File: src/rtl/instr_word_sequencer_pkg.sv
// Shared ISA definitions for the fetch-side word sequencer: opcode field position,
// the two-word opcode, default width and the sequencer state encoding.
package instr_word_sequencer_pkg;

    localparam int unsigned ISA_WIDTH = 16;
    localparam int unsigned OPC_MSB   = 15;
    localparam int unsigned OPC_LSB   = 11;

    localparam logic [OPC_MSB-OPC_LSB:0] ISA_LONG_OPCODE = 5'b00111;

    typedef enum logic {
        S_OP  = 1'b0,
        S_IMM = 1'b1
    } iseq_state_e;

endpackage

File: src/rtl/iseq_out_reg.sv
// Valid/ready output register for the instruction sequencer: load, hold while
// stalled, clear on drain, and clear on flush regardless of out_ready.
module iseq_out_reg #(
    parameter int unsigned WIDTH = 16
) (
    input  logic             clk,
    input  logic             rst_n,
    input  logic             flush,
    input  logic             load,
    input  logic [WIDTH-1:0] ld_instr,
    input  logic [WIDTH-1:0] ld_imm,
    input  logic             ld_long,
    input  logic [WIDTH-1:0] ld_pc,
    input  logic             out_ready,
    output logic             out_valid,
    output logic [WIDTH-1:0] out_instr,
    output logic [WIDTH-1:0] out_imm,
    output logic             out_long,
    output logic [WIDTH-1:0] out_pc
);

    logic             valid_q, valid_d;
    logic [WIDTH-1:0] instr_q, instr_d;
    logic [WIDTH-1:0] imm_q, imm_d;
    logic             long_q, long_d;
    logic [WIDTH-1:0] pc_q, pc_d;

    // load is only raised when the register is empty or draining, so it never overwrites
    always_comb begin
        valid_d = valid_q;
        instr_d = instr_q;
        imm_d   = imm_q;
        long_d  = long_q;
        pc_d    = pc_q;
        if (flush) begin
            valid_d = 1'b0;
        end else if (load) begin
            valid_d = 1'b1;
            instr_d = ld_instr;
            imm_d   = ld_imm;
            long_d  = ld_long;
            pc_d    = ld_pc;
        end else if (valid_q && out_ready) begin
            valid_d = 1'b0;
        end
    end

    always_ff @(posedge clk or negedge rst_n) begin
        if (!rst_n) begin
            valid_q <= 1'b0;
            instr_q <= '0;
            imm_q   <= '0;
            long_q  <= 1'b0;
            pc_q    <= '0;
        end else begin
            valid_q <= valid_d;
            instr_q <= instr_d;
            imm_q   <= imm_d;
            long_q  <= long_d;
            pc_q    <= pc_d;
        end
    end

    assign out_valid = valid_q;
    assign out_instr = instr_q;
    assign out_imm   = imm_q;
    assign out_long  = long_q;
    assign out_pc    = pc_q;

endmodule

File: src/rtl/instr_word_sequencer.sv
// Assembles 16-bit instruction-memory words into whole (instr, imm) issues with PC.
// Optional ISEQ_STATS_EN adds saturating issued/long handshake counters.
module instr_word_sequencer
    import instr_word_sequencer_pkg::*;
#(
    parameter int unsigned                  WIDTH       = ISA_WIDTH,
    parameter logic [WIDTH-1:0]             RESET_PC    = '0,
    parameter logic [OPC_MSB-OPC_LSB:0]     LONG_OPCODE = ISA_LONG_OPCODE
) (
    input  logic             clk,
    input  logic             rst_n,
    input  logic [WIDTH-1:0] in_word,
    input  logic             in_valid,
    output logic             in_ready,
    input  logic             flush,
    input  logic [WIDTH-1:0] flush_pc,
    output logic [WIDTH-1:0] out_instr,
    output logic [WIDTH-1:0] out_imm,
    output logic             out_long,
    output logic [WIDTH-1:0] out_pc,
    output logic             out_valid,
    input  logic             out_ready,
    output logic [WIDTH-1:0] fetch_pc
`ifdef ISEQ_STATS_EN
    ,
    output logic [15:0]      stat_issued,
    output logic [15:0]      stat_long
`endif
);

    iseq_state_e      state_q, state_d;
    logic [WIDTH-1:0] fetch_pc_q, fetch_pc_d;
    logic [WIDTH-1:0] hold_instr_q, hold_instr_d;
    logic [WIDTH-1:0] hold_pc_q, hold_pc_d;

    logic             accept;
    logic             issue;
    logic [WIDTH-1:0] iss_instr, iss_imm, iss_pc;
    logic             iss_long;

    assign in_ready = !flush && (!out_valid || out_ready);
    assign accept   = in_valid && in_ready;

    always_comb begin
        state_d      = state_q;
        fetch_pc_d   = fetch_pc_q;
        hold_instr_d = hold_instr_q;
        hold_pc_d    = hold_pc_q;
        issue        = 1'b0;
        iss_instr    = in_word;
        iss_imm      = '0;
        iss_long     = 1'b0;
        iss_pc       = fetch_pc_q;
        if (flush) begin
            state_d      = S_OP;
            fetch_pc_d   = flush_pc;
            hold_instr_d = '0;
            hold_pc_d    = '0;
        end else if (accept) begin
            fetch_pc_d = fetch_pc_q + WIDTH'(1);
            if (state_q == S_IMM) begin
                // second word is pure data: its opcode bits are never inspected
                issue     = 1'b1;
                iss_instr = hold_instr_q;
                iss_imm   = in_word;
                iss_long  = 1'b1;
                iss_pc    = hold_pc_q;
                state_d   = S_OP;
            end else if (in_word[OPC_MSB:OPC_LSB] == LONG_OPCODE) begin
                hold_instr_d = in_word;
                hold_pc_d    = fetch_pc_q;
                state_d      = S_IMM;
            end else begin
                issue = 1'b1;
            end
        end
    end

    always_ff @(posedge clk or negedge rst_n) begin
        if (!rst_n) begin
            state_q      <= S_OP;
            fetch_pc_q   <= RESET_PC;
            hold_instr_q <= '0;
            hold_pc_q    <= '0;
        end else begin
            state_q      <= state_d;
            fetch_pc_q   <= fetch_pc_d;
            hold_instr_q <= hold_instr_d;
            hold_pc_q    <= hold_pc_d;
        end
    end

    assign fetch_pc = fetch_pc_q;

    iseq_out_reg #(
        .WIDTH(WIDTH)
    ) u_out_reg (
        .clk      (clk),
        .rst_n    (rst_n),
        .flush    (flush),
        .load     (issue),
        .ld_instr (iss_instr),
        .ld_imm   (iss_imm),
        .ld_long  (iss_long),
        .ld_pc    (iss_pc),
        .out_ready(out_ready),
        .out_valid(out_valid),
        .out_instr(out_instr),
        .out_imm  (out_imm),
        .out_long (out_long),
        .out_pc   (out_pc)
    );

`ifdef ISEQ_STATS_EN
    logic [15:0] stat_issued_q, stat_issued_d;
    logic [15:0] stat_long_q, stat_long_d;

    // out_ready is ignored during flush, so a flush-cycle handshake is not counted
    always_comb begin
        stat_issued_d = stat_issued_q;
        stat_long_d   = stat_long_q;
        if (flush) begin
            stat_issued_d = '0;
            stat_long_d   = '0;
        end else if (out_valid && out_ready) begin
            if (stat_issued_q != '1) stat_issued_d = stat_issued_q + 16'd1;
            if (out_long && (stat_long_q != '1)) stat_long_d = stat_long_q + 16'd1;
        end
    end

    always_ff @(posedge clk or negedge rst_n) begin
        if (!rst_n) begin
            stat_issued_q <= '0;
            stat_long_q   <= '0;
        end else begin
            stat_issued_q <= stat_issued_d;
            stat_long_q   <= stat_long_d;
        end
    end

    assign stat_issued = stat_issued_q;
    assign stat_long   = stat_long_q;
`endif

endmodule

File: config.mk
export PLATFORM = sky130hd
export DESIGN_NAME = instr_word_sequencer
export DESIGN_NICKNAME = d
export VERILOG_FILES = /design/src/rtl/instr_word_sequencer_pkg.sv /design/src/rtl/iseq_out_reg.sv /design/src/rtl/instr_word_sequencer.sv
export SDC_FILE = /design/constraint.sdc
export NUM_CORES = 1
export LEC_CHECK = 0
export CAP_MARGIN = 20
export CORE_MARGIN = 5
export CORE_UTILIZATION = 51
export DETAILED_ROUTE_END_ITERATION = 7
export PLACE_DENSITY = 0.8
export SLEW_MARGIN = 25
export SYNTH_ARGS = -nofsm -noshare
export SYNTH_HDL_FRONTEND = slang
export SYNTH_HIERARCHICAL = 1
export SYNTH_SLANG_ARGS = --single-unit
export TNS_END_PERCENT = 20
File: constraint.sdc
create_clock -name clk -period 3 [get_ports clk]
set_clock_uncertainty 0.05 [all_clocks]
set_input_delay 0.3 -clock clk [delete_from_list [all_inputs] [get_ports clk]]
set_output_delay 0.3 -clock clk [all_outputs]
set_load 0.01 [all_outputs]
==> results of run 1 <==
[power groups by stage]
stage | Sequential, uW | Combinational [uW] | Clock, uW
after floorplan | 1630 | 223 | 0
after global placement | 1590 | 646 | 0
final | 1570 | 656 | 952
after detailed placement | 1590 | 660 | 0
after global routing | 1590 | 702 | 1030
after CTS | 1570 | 663 | 966
[timing repair]
| item | in CTS | in global routing |
|---|---|---|
| buffers inserted | 0 | 0 |
| hold endpoints to repair | 7 | 0 |
| hold buffers | 1 | 0 |
[metrics by stage]
stage,worst slack [ps],hold WS [ps],area (sq um)
after floorplan,861.2,-45.59,4661
after global placement,453.6,407.4,5796
after detailed placement,426.2,383.5,5799
after CTS,706.5,435.1,6032
after global routing,594.5,440.9,6032
final,698.8,440.9,6032
[final cells by class]
type / instances / area (sq um)
multi-input cells: 277 / 2029
flip-flops and latches: 99 / 2477
well taps: 108 / 135.1
repair buffers: 116 / 1145
clock buffers: 9 / 123.9
inverters: 6 / 22.52
fillers: 652 / 2774
clock inverters: 7 / 98.84
[final timing paths]
path	start	end	slack (ps)
min in group asynchronous	rst_n	u_out_reg/out_pc[4]	540
max in group asynchronous	rst_n	hold_instr_q[14]	1710
worst min-delay path	hold_instr_q[12]	hold_instr_q[12]	440
worst max-delay path	fetch_pc[1]	fetch_pc[14]	700
worst min register to register	hold_instr_q[12]	hold_instr_q[12]	440
worst max register to register	fetch_pc[1]	fetch_pc[14]	700
[worst reg2reg max path, cell delays in order (launching register included)]
cell and delay [ps]:
dfrtp_1 450, ha_1 220, and4_1 280, or4b_4 520
or4_1 530, a31oi_1 180
[cells in the mapped netlist (2+ instances only)]
library cell   n  area [sq um]
nand4_1        5         31.28
nor3b_1        2         15.01
o21ai_0       36         180.2
clkbuf_1      16         60.06
xor2_1         7         61.31
mux2_2        72         810.8
nand3_1        7         35.03
buf_2          5         25.02
o31ai_1        2         15.01
a31oi_1        2         12.51
nor3_1         3         15.01
buf_4          3         22.52
nand2_1       74         277.8
o211ai_1       4         30.03
mux2_4        10         150.1
or4_1          3         22.52
o311ai_0       4         35.03
dfrtp_1       99          2477
nand2b_1       4         25.02
a21o_1         3         22.52
mux2i_1        2         20.02
and2_1         2         12.51
nor2_1         6         22.52
and3_1        18         112.6
inv_1          6         22.52
[state kept, by name (all words and copies together), names as in the netlist]
name,flops
fetch_pc,16
hold_instr_q,16
hold_pc_q,16
state_q,1
u_out_reg/out_imm,16
u_out_reg/out_instr,16
u_out_reg/out_long,1
u_out_reg/out_pc,16
u_out_reg/out_valid,1
[logic make-up after synthesis]
group / after synthesis / synth area share (%)
flops: 99 / 53.15
mux: 84 / 21.05
fa+ha+maj: 1 / 0.2684
buf+inv: 32 / 3.463
simple gates: 133 / 14.31
xor+xnor: 7 / 1.315
compound gates: 52 / 6.443
[routing by layer]
layer / vias to the layer above / global-route usage [%] / wire [um]
met5: - / 0 / 0
met4: 0 / 7.216 / 158
met2: 107 / 33.15 / 5531
met3: 12 / 3.729 / 565
li1: 1628 / - / -
met1: 1738 / 27.79 / 4776
==> flow_summary.json, run 1 <==
{
  "status": "finished, final reports clean",
  "worstMarginPinSlew_ps": 823.1,
  "grt_pass1_wl_um": 18500,
  "fmax_ghz": 0.4345,
  "dr.first_iter.drc_count": 255,
  "diodes": 0,
  "syn_nets": 446,
  "synth_seq_cells": 99,
  "worstSetupPathType": "flop to flop",
  "hold_path_class": "flop to flop",
  "vias": 3485,
  "rsz0062_at_grt": "no",
  "grt_use_total_pct": 20.46,
  "synthCells": 408,
  "vdd_drop_max_v": 0.0003071,
  "dieHeight_um": 105.6,
  "firstDrtPassIters": 4,
  "routed_via_density": 5.603,
  "rows": 34,
  "grt_antenna_before_repair": 0,
  "reg2reg_depth": 5,
  "comb_power_share_pct": 20.7,
  "grt_max_degree": 93,
  "cts_inserted_buffers": 9,
  "drtAntennaViolNets": 0,
  "setup_viol": 0,
  "cts_max_path_buffers": 2,
  "tns_ps": 0,
  "clk_pin_slew_ps": 90,
  "arrival_ps": 2530,
  "hold_viol_final": 0,
  "die_w_um": 105.6,
  "clk_latency_ps": 360,
  "p_total_uw": 3177,
  "routed_wl_um": 11030,
  "io_pins": 104,
  "nNetsFinal": 547,
  "slowest_delay_ps": 530,
  "port_buffers": 103,
  "power.internal_uw": 2337,
  "synth_cell_types": 38,
  "path_delay_family": "simple AND/OR/NAND/NOR gates",
  "slew_violations": 0,
  "cts_resized": 0,
  "grt-ovfl-total": 0,
  "worstSetupEndpointType": "flop",
  "dpl.hpwl_um": 7611,
  "h-tree-depth": 3,
  "syn_area_per_cell_sq_um": 11.42,
  "wl_per_cell_um": 17.73,
  "async_flop_share_pct": 100.0,
  "synth_enable_flop_cells": 0,
  "layout_commonest_cell": "clkdlybuf4s50_1",
  "critPathMaxFanout": 6,
  "switching_power_uw": 840.0,
  "switching_share_pct": 26.44,
  "required_ps": 3230,
  "p_seq_share_pct": 49.4,
  "routabilityCongestion": 0.8873,
  "dp.cells": 605,
  "start_kind": "flop",
  "slowest_stage": "or4_1",
  "dieArea_sq_um": 11150,
  "root_buffer": "clkbuf_8",
  "finalCriticalPeriod_ps": 2301,
  "ys_seq_area_share_pct": 53.15,
  "p_leak_uw": 0.002646,
  "crit_buf_inv": 0,
  "drv_cap": 0,
  "synth_warnings": 6,
  "cts_tree": "built",
  "synthToLayoutAreaGrowth_pct": 29.42,
  "grt_pass1_vias": 3649,
  "path_depth": 5,
  "layout.cells.non_filler": 622,
  "core-area_sq_um": 8806,
  "final_cell_mix": "clkdlybuf4s50_1 (102), dfrtp_1 (99), nand2_1 (74)",
  "period_share_pct": 76.71,
  "numClockSinks": 99,
  "drive_gt1_share_pct": 22.96,
  "syn-cell-area_sq_um": 4661,
  "synth_flop_cell": "dfrtp_1",
  "hold_depth": 1,
  "fin_util_pct": 68.50,
  "drc": 0,
  "start_util_pct": 52.93,
  "cp_cell_sequence": "ha_1 -> and4_1 -> or4b_4 -> or4_1 -> a31oi_1",
  "clockPowerShare_pct": 30.0,
  "p_per_area_nw_per_um2": 526.7,
  "slew_headroom_pct": 45.07
}
(Power assumes the default switching activity.)
==> run 2: changes to the inputs <==
- clock period: 3 -> 2.37 ns (I/O delays scaled with it)
==> run 2 against run 1 <==
Against the previous run: global-route usage increased by 0.89 points; largest cell class unchanged; non-clock buffer count up 8; critical path type unchanged; sequential share of layout area decreased by 0.48 points; first-iteration DRC count down 35%; critical endpoint unchanged; clock power up 16%.
==> flow_summary.json, run 2 (synthesis results as in run 1) <==
{
  "status": "finished, final reports clean",
  "port_buffers": 103,
  "diodes": 0,
  "cts_max_path_buffers": 2,
  "dr.first_iter.drc_count": 166,
  "fmax_ghz": 0.4477,
  "ff2ff_setup_slack_ps": 140,
  "cts_inserted_buffers": 9,
  "wl_per_cell_um": 18.15,
  "clk_latency_ps": 360,
  "worstReg2RegEnd": "fetch_pc[14]",
  "dieHeight_um": 105.6,
  "r2r-start": "fetch_pc[1]",
  "worstSetupEndpointType": "flop",
  "rows": 34,
  "grt-ovfl-total": 0,
  "routabilityCongestion": 0.7776,
  "finalCriticalPeriod_ps": 2234,
  "slowest_delay_ps": 530,
  "rsz0062_at_grt": "no",
  "slew_violations": 0,
  "hold_path_class": "primary input to async pin",
  "die_w_um": 105.6,
  "start_kind": "flop",
  "io_pins": 104,
  "hold_viol_final": 0,
  "final_cell_mix": "clkdlybuf4s50_1 (102), dfrtp_1 (99), nand2_1 (74)",
  "dpl.hpwl_um": 7947,
  "cp_cell_sequence": "ha_1 -> and4_1 -> or4b_4 -> or4_1 -> a31oi_1",
  "reg2reg_depth": 5,
  "routed_via_density": 5.533,
  "dieArea_sq_um": 11150,
  "slew_headroom_pct": 58.06,
  "worstMarginPinSlew_ps": 628.4,
  "period_share_pct": 94.25,
  "synthToLayoutAreaGrowth_pct": 30.95,
  "layout_commonest_cell": "clkdlybuf4s50_1",
  "nNetsFinal": 555,
  "tns_ps": 0,
  "cts_tree": "built",
  "slowest_stage": "or4_1",
  "p_leak_uw": 0.002677,
  "grt_antenna_before_repair": 0,
  "clk_pin_slew_ps": 90,
  "routed_wl_um": 11420,
  "arrival_ps": 2460,
  "core-area_sq_um": 8806,
  "setup_viol": 0,
  "vias": 3480,
  "drive_gt1_share_pct": 23.99,
  "grt_use_total_pct": 21.35,
  "root_buffer": "clkbuf_8",
  "critPathMaxFanout": 6,
  "fillers": 659,
  "h-tree-depth": 3,
  "drc": 0,
  "whs_ps": 182.4,
  "numClockSinks": 99,
  "worstSetupPathType": "flop to flop",
  "cts_resized": 0,
  "firstDrtPassIters": 4,
  "grt_pass1_vias": 3862,
  "required_ps": 2600,
  "drtAntennaViolNets": 0,
  "start_util_pct": 52.93,
  "drv_cap": 0,
  "grt_pass1_wl_um": 19200,
  "grt_max_degree": 62,
  "p_per_area_nw_per_um2": 643.8,
  "vdd_drop_max_v": 0.0003929
}
[run 2: layout make-up]
class,instances,area (sq um),share of cell area [%]
clock buffers,10,137.6,2.255
clock inverters,5,62.56,1.025
inverters,6,22.52,0.3690
multi-input cells,277,2029,33.25
flip-flops and latches,99,2477,40.59
well taps,108,135.1,2.214
repair buffers,124,1239,20.30
[run 2: timing repair]
action                                 4_1_cts  5_1_grt
endpoints found under the hold margin       99        0
buffers inserted                             0        0
hold buffers                                 1        0
[run 2: metal layers]
layer	share of wire, %	global-route usage (%)	vias to the layer above
met4	2.1	9.806	0
li1	-	-	1639
met2	49	35.15	95
met1	45	28.04	1729
met3	3.6	3.117	17
met5	0	0	-
[run 2: how the worst max path moves through the flow]
stage	slack, ps	from	end	cells after the start
after floorplan	230	fetch_pc[0]	fetch_pc[14]	5
after global placement	50	in_valid	fetch_pc[14]	6
after detailed placement	8	in_valid	fetch_pc[14]	6
after CTS	140	fetch_pc[1]	fetch_pc[14]	5
after global routing	40	fetch_pc[1]	fetch_pc[14]	5
final	140	fetch_pc[1]	fetch_pc[14]	5
[run 2: metrics by stage]
stage	util, %	cell area, sq um	power, uW	cells	worst slack [ps]
2_1_floorplan	-	4661	2339	408	231.2
3_3_place_gp	66.92	5893	2844	613	52.05
3_5_place_dp	66.92	5893	2865	613	8.222
4_1_cts	69.31	6103	3972	629	142.4
5_1_grt	69.31	6103	4117	629	43.26
6_report	69.31	6103	3930	629	136.2
[run 2: worst max-delay path, delay by kind of cell, from the launching register on]
kind                     cells  cell delay (ps)
AO/OA/AOI/OAI                1              170
flip-flops                   1              450
adder cells (fa/ha/maj)      1              220
AND/OR/NAND/NOR              3             1290
[run 2: power breakdown]
group,internal (uW),switching [uW],total [uW],leakage [uW]
sequential,1850,132,1980,0.00129
combinational,521,327,848,0.00129
clock,517,585,1100,0.0000950
==> RTL edit 1: new RTL, settings of run 2 <==
Add a define of `ISEQ_STATS_EN`.
--- a/src/rtl/instr_word_sequencer.sv
+++ b/src/rtl/instr_word_sequencer.sv
@@ -1,4 +1,6 @@
 // Assembles 16-bit instruction-memory words into whole (instr, imm) issues with PC.
 // Optional ISEQ_STATS_EN adds saturating issued/long handshake counters.
+`define ISEQ_STATS_EN
+
 module instr_word_sequencer
     import instr_word_sequencer_pkg::*;
Check against the original RTL (old outputs only; new: stat_issued and stat_long): equivalent (Yosys induction, for registers that start in step).
==> RTL edit 1 against run 2 <==
- power increased by 56%
- die area increased by 37%
- synthesized cell count increased by 51%
- non-clock buffer count increased by 40
- utilization increased by 0.41 points
- synthesized area increased by 42%
- sequential cell count increased by 32
- cell count increased by 50%
- setup slack improved by 65 ps
- hold slack improved by 27 ps
- routed wire length increased by 55%
- combinational power increased by 6.4%
- largest cell class unchanged
- final area increased by 45%
- via count increased by 57%
==> RTL edit 1: results (changes against run 2) <==
Outcome
  – Status: complete, no violations

Route
  – WL final: 17700 um (+55%)
  – Vias per cell: 5.81 (+5.0%)
  – DRT Pass-1 Iters: 5 (+1)

Placement
  – Placer Congestion: 0.842 (+8.3%)
  – Placed cell count: 909 (+48%)
  – Pre-CTS setup slack: 135 ps (+127 ps)
  – Detailed Place HPWL: 12100 um (+52%)

Finish
  – Nets: 797 (+44%)
  – Area delta synth->final: 33.8%
  – Fillers: 953 (+45%)

Synth
  – Seq/Total Area, Yosys: 0.497 (-0.0350)
  – Synth Area in XOR/XNOR: 0.0186 (+0.00542)
  – Cell variety after synth: 54 (+42%)
  – Adder-cell share of the synthesized area: 0.00569 (+0.00300)
  – Synth Area in Compound Gates: 0.0967 (+0.0322)
  – Top cells by area, synth: dfrtp_1 (50%), mux2_2 (13%), nand2_1 (3.5%)

CTS
  – CTS buffer count: 17 (+8)
  – H-tree levels: 4 (+1)
  – CTS root buf: clkbuf_16

Worst setup path
  – Max FO, Critical Path: 11 (+5)

Hold path
  – Hold Path Class: in -> reg

Power
  – Worst VDD drop: 0.392 mV (-0.23%)

Global route
  – GRT Util Overall: 0.239 (+0.0255)
  – Largest net degree at the start of global routing: 52 (-16%)
  – Vias in the first global route: 5628 (+46%)
==> RTL edit 1: critical path, cell delays in order (launching register included) <==
cell,delay (ps)
dfrtp_1,470
nand2b_4,120
buf_4,170
and2_1,160
clkdlybuf4s50_1,540
==> RTL edit 1: per-layer routing <==
layer	global-route usage	wire length (um)	vias to the layer above
li1	-	-	2539
met1	0.307	7270	2678
met2	0.406	9000	214
met3	0.0509	1050	40
met4	0.0740	408	0
met5	0	0	-
==> RTL edit 1: path summary, 6_finish.rpt <==
| check | from | endpoint | slack (ps) | cells after the start |
|---|---|---|---|---|
| setup reg to reg | u_out_reg/out_valid | stat_long[13] | 360 | 5 |
| max in group asynchronous | rst_n | hold_pc_q[15] | 1290 | 3 |
| hold / removal | flush | hold_instr_q[4] | 210 | 4 |
| hold reg to reg | hold_instr_q[11] | hold_instr_q[11] | 440 | 1 |
| setup / recovery | u_out_reg/out_valid | in_ready | 200 | 4 |
| min in group asynchronous | rst_n | stat_long[8] | 270 | 2 |
==> RTL edit 1: what timing repair did <==
item	in CTS	in global routing
buffers inserted	0	0
hold buffers	1	0
endpoints found under the hold margin	31	0
==> RTL edit 1: cells by family after synthesis <==
| family | after synthesis |
|---|---|
| AND/OR/NAND/NOR | 228 |
| flip-flops | 131 |
| AO/OA/AOI/OAI | 101 |
| multiplexers | 88 |
| buffers and inverters | 51 |
| XOR/XNOR | 14 |
| adder cells (fa/ha/maj) | 3 |
==> RTL edit 1: report_power, final <==
group / total, mW / switching [mW] / internal (mW)
clock: 2.69 / 0.979 / 1.71
combinational: 0.902 / 0.375 / 0.527
sequential: 2.55 / 0.146 / 2.40
==> RTL edit 1: layout make-up <==
type	count	area share
clock inverters	12	0.0176
clock buffers	19	0.0513
well taps	172	0.0244
diodes	1	0.000283
flip-flops and latches	131	0.371
inverters	9	0.00382
repair buffers	164	0.183
multi-input cells	434	0.349
==> RTL edit 2: new RTL, config.mk and constraints of run 2 <==
Without the edit above. Take the reset off `instr_q`, `imm_q` and `pc_q` and load them in a clocked block of their own.
--- a/src/rtl/iseq_out_reg.sv
+++ b/src/rtl/iseq_out_reg.sv
@@ -49,15 +49,15 @@
         if (!rst_n) begin
             valid_q <= 1'b0;
-            instr_q <= '0;
-            imm_q   <= '0;
             long_q  <= 1'b0;
-            pc_q    <= '0;
         end else begin
             valid_q <= valid_d;
-            instr_q <= instr_d;
-            imm_q   <= imm_d;
             long_q  <= long_d;
-            pc_q    <= pc_d;
         end
+    end
+
+    always_ff @(posedge clk) begin
+        instr_q <= instr_d;
+        imm_q   <= imm_d;
+        pc_q    <= pc_d;
     end
 
Function: changed (Yosys sat finds a counterexample within 4 cycles, from zero or initial values and one cycle with rst_n low).
==> RTL edit 2 against run 2 <==
- final area down 6.2%
- routed wire length down 15%
- synthesized area down 8.3%
- fmax fell by 0.55%
- setup slack got worse by 12 ps
- via count fell by 11%
- highest routed layer unchanged
- largest cell class unchanged
- sequential cell count is the same
Power is not compared: it rests on default switching activity, and its combinational part moved more than twofold at a synthesized area within 25%.
==> RTL edit 2: results (changes against run 2) <==
Global route
  – Vias in the first global route: 3181 (-18%)
  – GRT Util Overall: 0.195 (-0.0182)
  – First-pass GRT wire length: 15800 um (-18%)
  – Largest net degree at the start of global routing: 42 (-32%)

Synth
  – Cell variety after synth: 36 (-5.3%)
  – Adder-cell share of the synthesized area: 0.00293 (+0.000244)
  – Seq/Total Area, Yosys: 0.636 (+0.104)
  – Async SR Flop Fraction: 0.515 (-0.485)
  – Synth Area in XOR/XNOR: 0.0143 (+0.00119)
  – Yosys warnings: 6 (unchanged)
  – Top FF cell, synth: dfrtp_1
  – Post-synth top cells: nand2_1 (74), dfrtp_1 (51), edfxtp_1 (48)
  – Synth Area in Compound Gates: 0.0703 (+0.00585)
  – Mux share of post-synthesis cell area: 0.0952 (-0.115)
  – Top cells by area, synth: edfxtp_1 (34%), dfrtp_1 (30%), mux2_2 (8.7%)
  – Post-synth EDFFs: 48 (+48)
  – Mapped Nets: 393 (-12%)

Timing
  – Slew @ Worst Pin: 788 ps (+160 ps)
  – Setup TNS: 0 ps (unchanged)
  – FMAX: 445 MHz (-0.55%)

Worst setup path
  – Crit path to: fetch_pc[14]
  – CP top delay family: simple AND/OR/NAND/NOR gates
  – Largest stage delay on the critical path: 530 ps (about the same)
  – R2r setup slk: 120 ps
  – Max FO, Critical Path: 6 (unchanged)

Finish
  – Share of layout cells above drive strength 1: 0.152 (-0.0877)
  – Fillers: 589 (-11%)
  – Nets: 506 (-8.8%)

Route
  – WL final: 9680 um (-15%)
  – DRT Pass-1 Iters: 7 (+3)
  – DR iter-0 viols: 156 (-6.0%)
  – Vias per cell: 5.35 (-3.3%)

Outcome
  – Status: complete, no violations

Placement
  – Detailed Place HPWL: 6820 um (-14%)
  – Pre-CTS setup slack: 86.1 ps (+77.9 ps)
  – Placer Congestion: 0.795 (+2.2%)

Power
  – Static Leak: 2.25 nW

CTS
  – CTS buffer count: 9 (unchanged)
  – CTS root buf: clkbuf_8
  – H-tree levels: 3 (unchanged)
[RTL edit 2: worst register-to-register path, delay by kind of cell, from the launching register on]
kind,cells,cell delay [ps]
simple gates,3,1310
flops,1,420
fa+ha+maj,1,220
compound gates,1,170
[RTL edit 2: where the power goes]
| group | internal (mW) | switching (mW) | leakage (nW) | total [mW] |
|---|---|---|---|---|
| Clock | 0.490 | 0.543 | 0.0893 | 1.03 |
| Combinational | 0.230 | 0.185 | 1.06 | 0.416 |
| Sequential | 1.87 | 0.0593 | 1.11 | 1.93 |
| Total | 2.59 | 0.788 | 2.25 | 3.38 |
[RTL edit 2: cell type report]
class	count	area share
clock buffers	13	0.0243
well taps	105	0.0230
multi-input cells	229	0.254
clock inverters	3	0.00743
repair buffers	123	0.212
flip-flops and latches	99	0.475
inverters	6	0.00393
[RTL edit 2: what timing repair did]
item                       4_1_cts  5_1_grt
setup endpoints to repair        0        0
hold endpoints to repair        15        0
hold buffers                     1        0
[RTL edit 2: per-layer routing]
metal | up-vias | share of wire | GRT usage
met5 | - | 0 | 0
met4 | 0 | 0.011 | 0.0562
met3 | 10 | 0.068 | 0.0379
met2 | 105 | 0.49 | 0.331
met1 | 1482 | 0.43 | 0.257
li1 | 1496 | - | -
[RTL edit 2: through the flow]
| stage | cell area (um^2) | std cells | hold WS, ps |
|---|---|---|---|
| 2_1_floorplan | 4270 | 355 | -109 |
| 3_3_place_gp | 5530 | 561 | 121 |
| 3_5_place_dp | 5530 | 561 | 132 |
| 4_1_cts | 5720 | 578 | 273 |
| 5_1_grt | 5720 | 578 | 299 |
| 6_report | 5720 | 578 | 273 |
